## config.mk

```make
export PLATFORM = sky130hd
export DESIGN_NAME = move_request_scheduler_flat
export DESIGN_NICKNAME = d
export VERILOG_FILES = /design/src/rtl/move_request_scheduler_if.sv /design/src/rtl/move_request_scheduler.sv /design/src/flat_wrapper.sv
export SDC_FILE = /design/constraint.sdc
export NUM_CORES = 1
export LEC_CHECK = 0
export CAP_MARGIN = 25
export CORE_ASPECT_RATIO = 0.6
export CORE_MARGIN = 10
export CORE_UTILIZATION = 55
export DETAILED_ROUTE_END_ITERATION = 6
export PLACE_DENSITY = 0.73
export SLEW_MARGIN = 20
export SYNTH_ARGS = -nofsm -noshare
export SYNTH_HDL_FRONTEND = slang
export SYNTH_SLANG_ARGS = --single-unit
export TNS_END_PERCENT = 5
```

## constraint.sdc

```tcl
create_clock -name clk -period 2 [get_ports clk]
set_clock_uncertainty 0.15 [all_clocks]
set_input_delay 0.3 -clock clk [delete_from_list [all_inputs] [get_ports clk]]
set_output_delay 0.3 -clock clk [all_outputs]
set_load 0.1 [all_outputs]
```

## src/rtl/move_request_scheduler_if.sv

```systemverilog
// Move-request bus between the button front end / game2048 and the scheduler.
interface move_request_scheduler_if;
  logic [3:0]  btn_raw;
  logic [1:0]  game_state;
  logic [3:0]  direction;
  logic        busy;
  logic [15:0] move_count;
  logic        ack_timeout;

  // Side that supplies buttons and game state and observes the request.
  modport master (
    output btn_raw,
    output game_state,
    input  direction,
    input  busy,
    input  move_count,
    input  ack_timeout
  );

  // Scheduler side.
  modport slave (
    input  btn_raw,
    input  game_state,
    output direction,
    output busy,
    output move_count,
    output ack_timeout
  );
endinterface

```

## src/rtl/move_request_scheduler.sv

```systemverilog
// Debounces four direction buttons and issues one prioritised one-hot move per press to game2048.
module move_request_scheduler #(
  parameter int unsigned DEBOUNCE_CYCLES = 50000,
  parameter int unsigned ACK_TIMEOUT     = 64
) (
  input  logic                      clk,
  input  logic                      rst,
  move_request_scheduler_if.slave   bus
);

  localparam int unsigned NBTN = 4;
  localparam int unsigned DCW  = $clog2(DEBOUNCE_CYCLES);
  localparam int unsigned TCW  = $clog2(ACK_TIMEOUT);
  localparam int unsigned CNTW = 16;

  typedef enum logic [2:0] {
    WAIT_READY,
    RELEASE,
    ARMED,
    ISSUE,
    WAIT_IDLE,
    HALT
  } state_t;

  logic [NBTN-1:0] sync1_q;
  logic [NBTN-1:0] sync2_q;
  logic [NBTN-1:0] deb_q;
  logic [DCW-1:0]  dcnt_q [NBTN];

  state_t          state_q, state_d;
  logic [NBTN-1:0] dir_q, dir_d;
  logic            busy_q, busy_d;
  logic [TCW-1:0]  timer_q, timer_d;
  logic [CNTW-1:0] move_count_q, move_count_d;
  logic            to_q, to_d;

  logic            playing;
  logic            game_over;

  assign playing   = (bus.game_state == 2'b01);
  assign game_over = bus.game_state[1];

  // Top beats bottom beats left beats right.
  function automatic logic [NBTN-1:0] prio_onehot(input logic [NBTN-1:0] v);
    logic [NBTN-1:0] r;
    r = '0;
    if (v[0])      r = 4'b0001;
    else if (v[1]) r = 4'b0010;
    else if (v[2]) r = 4'b0100;
    else if (v[3]) r = 4'b1000;
    return r;
  endfunction

  // Two-flop synchroniser for the raw buttons.
  always_ff @(posedge clk or negedge rst) begin
    if (!rst) begin
      sync1_q <= '0;
      sync2_q <= '0;
    end else begin
      sync1_q <= bus.btn_raw;
      sync2_q <= sync1_q;
    end
  end

  // Per-button debounce: accept a new level after DEBOUNCE_CYCLES consecutive differing samples.
  always_ff @(posedge clk or negedge rst) begin
    if (!rst) begin
      deb_q <= '0;
      for (int i = 0; i < NBTN; i++) dcnt_q[i] <= '0;
    end else begin
      for (int i = 0; i < NBTN; i++) begin
        if (sync2_q[i] == deb_q[i]) begin
          dcnt_q[i] <= '0;
        end else if (dcnt_q[i] == DCW'(DEBOUNCE_CYCLES - 1)) begin
          deb_q[i]  <= sync2_q[i];
          dcnt_q[i] <= '0;
        end else begin
          dcnt_q[i] <= dcnt_q[i] + DCW'(1);
        end
      end
    end
  end

  // Next-state and next-output logic for the move sequencer.
  always_comb begin
    state_d      = state_q;
    dir_d        = dir_q;
    timer_d      = timer_q;
    move_count_d = move_count_q;
    to_d         = to_q;
    unique case (state_q)
      WAIT_READY: begin
        dir_d = '0;
        if (game_over)    state_d = HALT;
        else if (playing) state_d = RELEASE;
      end
      RELEASE: begin
        dir_d = '0;
        if (game_over)        state_d = HALT;
        else if (deb_q == '0) state_d = ARMED;
      end
      ARMED: begin
        dir_d   = '0;
        timer_d = '0;
        if (game_over)     state_d = HALT;
        else if (!playing) state_d = WAIT_READY;
        else if (|deb_q) begin
          state_d = ISSUE;
          dir_d   = prio_onehot(deb_q);
        end
      end
      ISSUE: begin
        timer_d = timer_q + TCW'(1);
        // Leaving the playing state is the acknowledge; it takes precedence over timeout.
        if (!playing) begin
          dir_d        = '0;
          move_count_d = move_count_q + CNTW'(1);
          state_d      = WAIT_IDLE;
        end else if (timer_q == TCW'(ACK_TIMEOUT - 1)) begin
          dir_d   = '0;
          to_d    = 1'b1;
          state_d = RELEASE;
        end
      end
      WAIT_IDLE: begin
        dir_d = '0;
        if (game_over)    state_d = HALT;
        else if (playing) state_d = RELEASE;
      end
      HALT: begin
        dir_d = '0;
        if (bus.game_state == 2'b00) state_d = WAIT_READY;
      end
      default: begin
        dir_d   = '0;
        state_d = WAIT_READY;
      end
    endcase
    busy_d = (state_d == ISSUE) || (state_d == WAIT_IDLE);
  end

  // State and registered outputs.
  always_ff @(posedge clk or negedge rst) begin
    if (!rst) begin
      state_q      <= WAIT_READY;
      dir_q        <= '0;
      busy_q       <= 1'b0;
      timer_q      <= '0;
      move_count_q <= '0;
      to_q         <= 1'b0;
    end else begin
      state_q      <= state_d;
      dir_q        <= dir_d;
      busy_q       <= busy_d;
      timer_q      <= timer_d;
      move_count_q <= move_count_d;
      to_q         <= to_d;
    end
  end

  assign bus.direction   = dir_q;
  assign bus.busy        = busy_q;
  assign bus.move_count  = move_count_q;
  assign bus.ack_timeout = to_q;

endmodule

```

## src/flat_wrapper.sv

```systemverilog
// flat-port wrapper written by rule: the top's interface ports become plain ports
module move_request_scheduler_flat 
#(
  parameter int unsigned DEBOUNCE_CYCLES = 50000,
  parameter int unsigned ACK_TIMEOUT     = 64
)
  (clk, rst, bus_btn_raw, bus_game_state, bus_direction, bus_busy, bus_move_count, bus_ack_timeout);
  move_request_scheduler_if bus_i ();
  input  logic clk;
  input  logic rst;
  input wire logic [$bits(bus_i.btn_raw)-1:0] bus_btn_raw;
  input wire logic [$bits(bus_i.game_state)-1:0] bus_game_state;
  output wire logic [$bits(bus_i.direction)-1:0] bus_direction;
  output wire logic [$bits(bus_i.busy)-1:0] bus_busy;
  output wire logic [$bits(bus_i.move_count)-1:0] bus_move_count;
  output wire logic [$bits(bus_i.ack_timeout)-1:0] bus_ack_timeout;
  assign bus_i.btn_raw = bus_btn_raw;
  assign bus_i.game_state = bus_game_state;
  assign bus_direction = bus_i.direction;
  assign bus_busy = bus_i.busy;
  assign bus_move_count = bus_i.move_count;
  assign bus_ack_timeout = bus_i.ack_timeout;
  move_request_scheduler #(.DEBOUNCE_CYCLES(DEBOUNCE_CYCLES), .ACK_TIMEOUT(ACK_TIMEOUT)) u_core (.clk(clk), .rst(rst), .bus(bus_i));
endmodule
```

==> results_dict.tcl <==
set metrics [dict create \
    hp-start "u_core.sync1_q[2]$_DFF_PN0_" \
    nets 540 \
    clock_sinks 107 \
    netlist_area_sq_um 4950 \
    min_path_type "reg -> reg" \
    initial_utilization 0.573 \
    grt_max_degree 48 \
    highest-signal-layer "met4" \
    synthTopCellsByArea "dfrtp_1 54%, xnor2_1 10%, nor2_1 5.9%" \
    hold_viol 0 \
    clockBufferDepth 2 \
    finalWirelength_microns 10200 \
    ff2ff_setup_slack_ps 120 \
    ir_worst_vdd_mv 0.696 \
    utilization 0.691 \
    antenna_found_initial 0 \
    yosysSeqAreaShare 0.540 \
    r2r_start "u_core.dcnt_q[12]$_DFF_PN0_" \
    synth_top_area_share 0.540 \
    postCtsSetupRepairBufs 0 \
    multi_input_area_sq_um 2170 \
    critPathRequiredTime_ps 2090 \
    slew_headroom 0.674 \
    grt_pass1_vias 3585 \
    synthArstFlopShare 1.00 \
    synthesis.nets 489 \
    dp_slack_ps -79.7 \
    cp-start-kind "register" \
    rows 26 \
    synth_cells 475 \
    outcome "complete, no violations" \
    max_freq_mhz 532 \
    min_to "u_core.sync2_q[2]$_DFF_PN0_" \
    grtUsageTotal 0.162 \
    ys_ff_latch 107 \
    coreArea_sq_um 8650 \
    m1WireLength_microns 4900 \
    p_leak_nw 2.48 \
    p_per_area_nw_per_um2 919 \
    fp.dieW_microns 143 \
    final-setup-viol-count 0 \
    drt_iter0_drc 243 \
    viasPerCell 5.70 \
    gr-total-overflow 0 \
    setup_slack_ps 119 \
    die_area_sq_um 13300 \
    routedWlPerCell_microns 15.8 \
    synth.avg_cell_area_sq_um 10.4 \
    drt_pass1_iterations 6 \
    clk_pin_slew_ps 70 \
    criticalPathCategory "reg -> reg" \
    synthTopCellsByCount "107 x dfrtp_1, 78 x nor2_1, 59 x xnor2_1" \
    cts_max_level 3 \
    ioPinCount 30 \
    period_minus_slack_ps 1880 \
    drive_above_1_share 0.143 \
    yosysUniqueCellTypes 41 \
    area_growth_pct 20.7 \
    cts_tree "yes" \
    clk_latency_ps 350 \
    place_congestion 0.877 \
    final_area_sq_um 5980 \
    dp_hpwl_microns 7210 \
    p_total_mw 5.50 \
    port_buffers 29 \
    wl_met2_microns 4690 \
    grt_pass1_wl_microns 17600 \
    reg2reg_depth 4 \
    nFillCells 641 \
    die_y_microns 93.5 \
    cp-end-kind "register" \
    reg2reg_to "u_core.deb_q[3]$_DFFE_PN0P_" \
    num_antenna_cells 0 \
    register_area_sq_um 2690 \
    cts_root_buffer "clkbuf_16" \
    antenna_left 0 \
    synth_edf_count 0 \
    yosysMostFrequentCell "dfrtp_1" \
    vias 3663 \
    maxSlewViolCount 0 \
    fin_crit_sh 0.941 \
    wl_met3_microns 484 \
    rsz0062_at_grt "no" \
    holdPathStages 0 \
    numCtsBuffers 9 \
    crit_path_max_fanout 4 \
    synth-main-ff-cell "dfrtp_1" \
    yosysWarnings 0 \
    yosysTopAreaCell "dfrtp_1" \
    drv_cap 0 \
    drc_errors 0 \
    worstMarginPinSlew_ps 485 \
    place_area_sq_um 5620 \
    critPathArrivalTime_ps 1970 \
]
==> through the flow <==
stage          instances  TNS, ps  hold slack (ps)
5_1_grt              643        0              205
4_1_cts              643        0              203
2_1_floorplan        475    -34.7             -146
3_5_place_dp         626     -227              125
3_3_place_gp         626    -8.81              117
6_report             643        0              201
==> layout make-up <==
| class | instances | share of cell area |
|---|---|---|
| Clock buffer | 13 | 0.0452 |
| Clock inverter | 3 | 0.0115 |
| Inverter | 18 | 0.0113 |
| Multi-Input combinational cell | 342 | 0.363 |
| Sequential cell | 107 | 0.449 |
| Tap cell | 112 | 0.0234 |
| Timing Repair Buffer | 48 | 0.0967 |
==> cell families after synthesis <==
| family | Yosys count | synth area share |
|---|---|---|
| xor+xnor | 73 | 0.129 |
| simple gates | 228 | 0.235 |
| buf+inv | 26 | 0.0230 |
| flops | 107 | 0.540 |
| compound gates | 27 | 0.0397 |
| mux | 8 | 0.0177 |
| fa+ha+maj | 6 | 0.0152 |
==> per-layer routing <==
metal	vias up	track usage
li1	1754	-
met1	1815	0.223
met2	82	0.241
met3	12	0.0470
met4	0	0.0487
met5	-	0
==> worst max-delay path, cell delays in order, from the launching register on <==
cell	delay, ps
dfrtp_1	420
nor4_1	330
nand3_1	200
nor4_2	310
mux2_2	360
==> state kept, by name (all words and copies together) (netlist names), 3 cells and up <==
| register | cells |
|---|---|
| u_core.sync2_q | 4 |
| u_core.timer_q | 6 |
| u_core.sync1_q | 4 |
| u_core.deb_q | 4 |
| u_core.bus.move_count | 16 |
| u_core.state_q | 3 |
| u_core.dcnt_q | 64 |
| u_core.bus.direction | 4 |
==> power breakdown <==
| part | internal, mW | switching [mW] | leakage (nW) |
|---|---|---|---|
| Sequential | 2.31 | 0.213 | 1.42 |
| Combinational | 0.378 | 0.638 | 0.888 |
| Clock | 1.20 | 0.758 | 0.166 |
| Total | 3.89 | 1.61 | 2.48 |
==> how the worst max path moves through the flow <==
stage / startpoint / endpoint / slack, ps / depth (start not counted)
4_1_cts: u_core.dcnt_q[12]$_DFF_PN0_ / u_core.deb_q[3]$_DFFE_PN0P_ / 90 / 4
6_report: u_core.dcnt_q[12]$_DFF_PN0_ / u_core.deb_q[3]$_DFFE_PN0P_ / 120 / 4
3_3_place_gp: bus_game_state[0] / u_core.bus.move_count[11]$_DFFE_PN0P_ / -9 / 6
3_5_place_dp: bus_game_state[0] / u_core.bus.move_count[15]$_DFFE_PN0P_ / -80 / 6
2_1_floorplan: u_core.bus.move_count[5]$_DFFE_PN0P_ / u_core.bus.move_count[14]$_DFFE_PN0P_ / -30 / 4
5_1_grt: u_core.dcnt_q[12]$_DFF_PN0_ / u_core.dcnt_q[13]$_DFF_PN0_ / 10 / 5
==> cells in the final DEF, fill, tap and decap left out, drive strengths merged, types with 3 or more instances in the layout <==
cell type,netlist,final
a21oi,6,6
a22oi,3,3
and3,6,6
buf,7,41
clkbuf,1,13
clkdlybuf4s50,0,6
dfrtp,107,107
ha,6,6
inv,18,18
mux2,6,6
nand2,29,29
nand3,32,32
nand4,23,23
nor2,78,78
nor3,20,20
nor4,20,20
nor4b,3,3
nor4bb,6,6
o21ai,7,7
xnor2,59,59
xor2,14,14
==> repair_timing <==
item                                    in CTS  in global routing
hold endpoints to repair                    28                  0
hold buffers                                 1                  0
resized for setup                            0                  2
endpoints found under the setup margin       0                  2
Note: power is estimated with default switching activity, not from simulation.
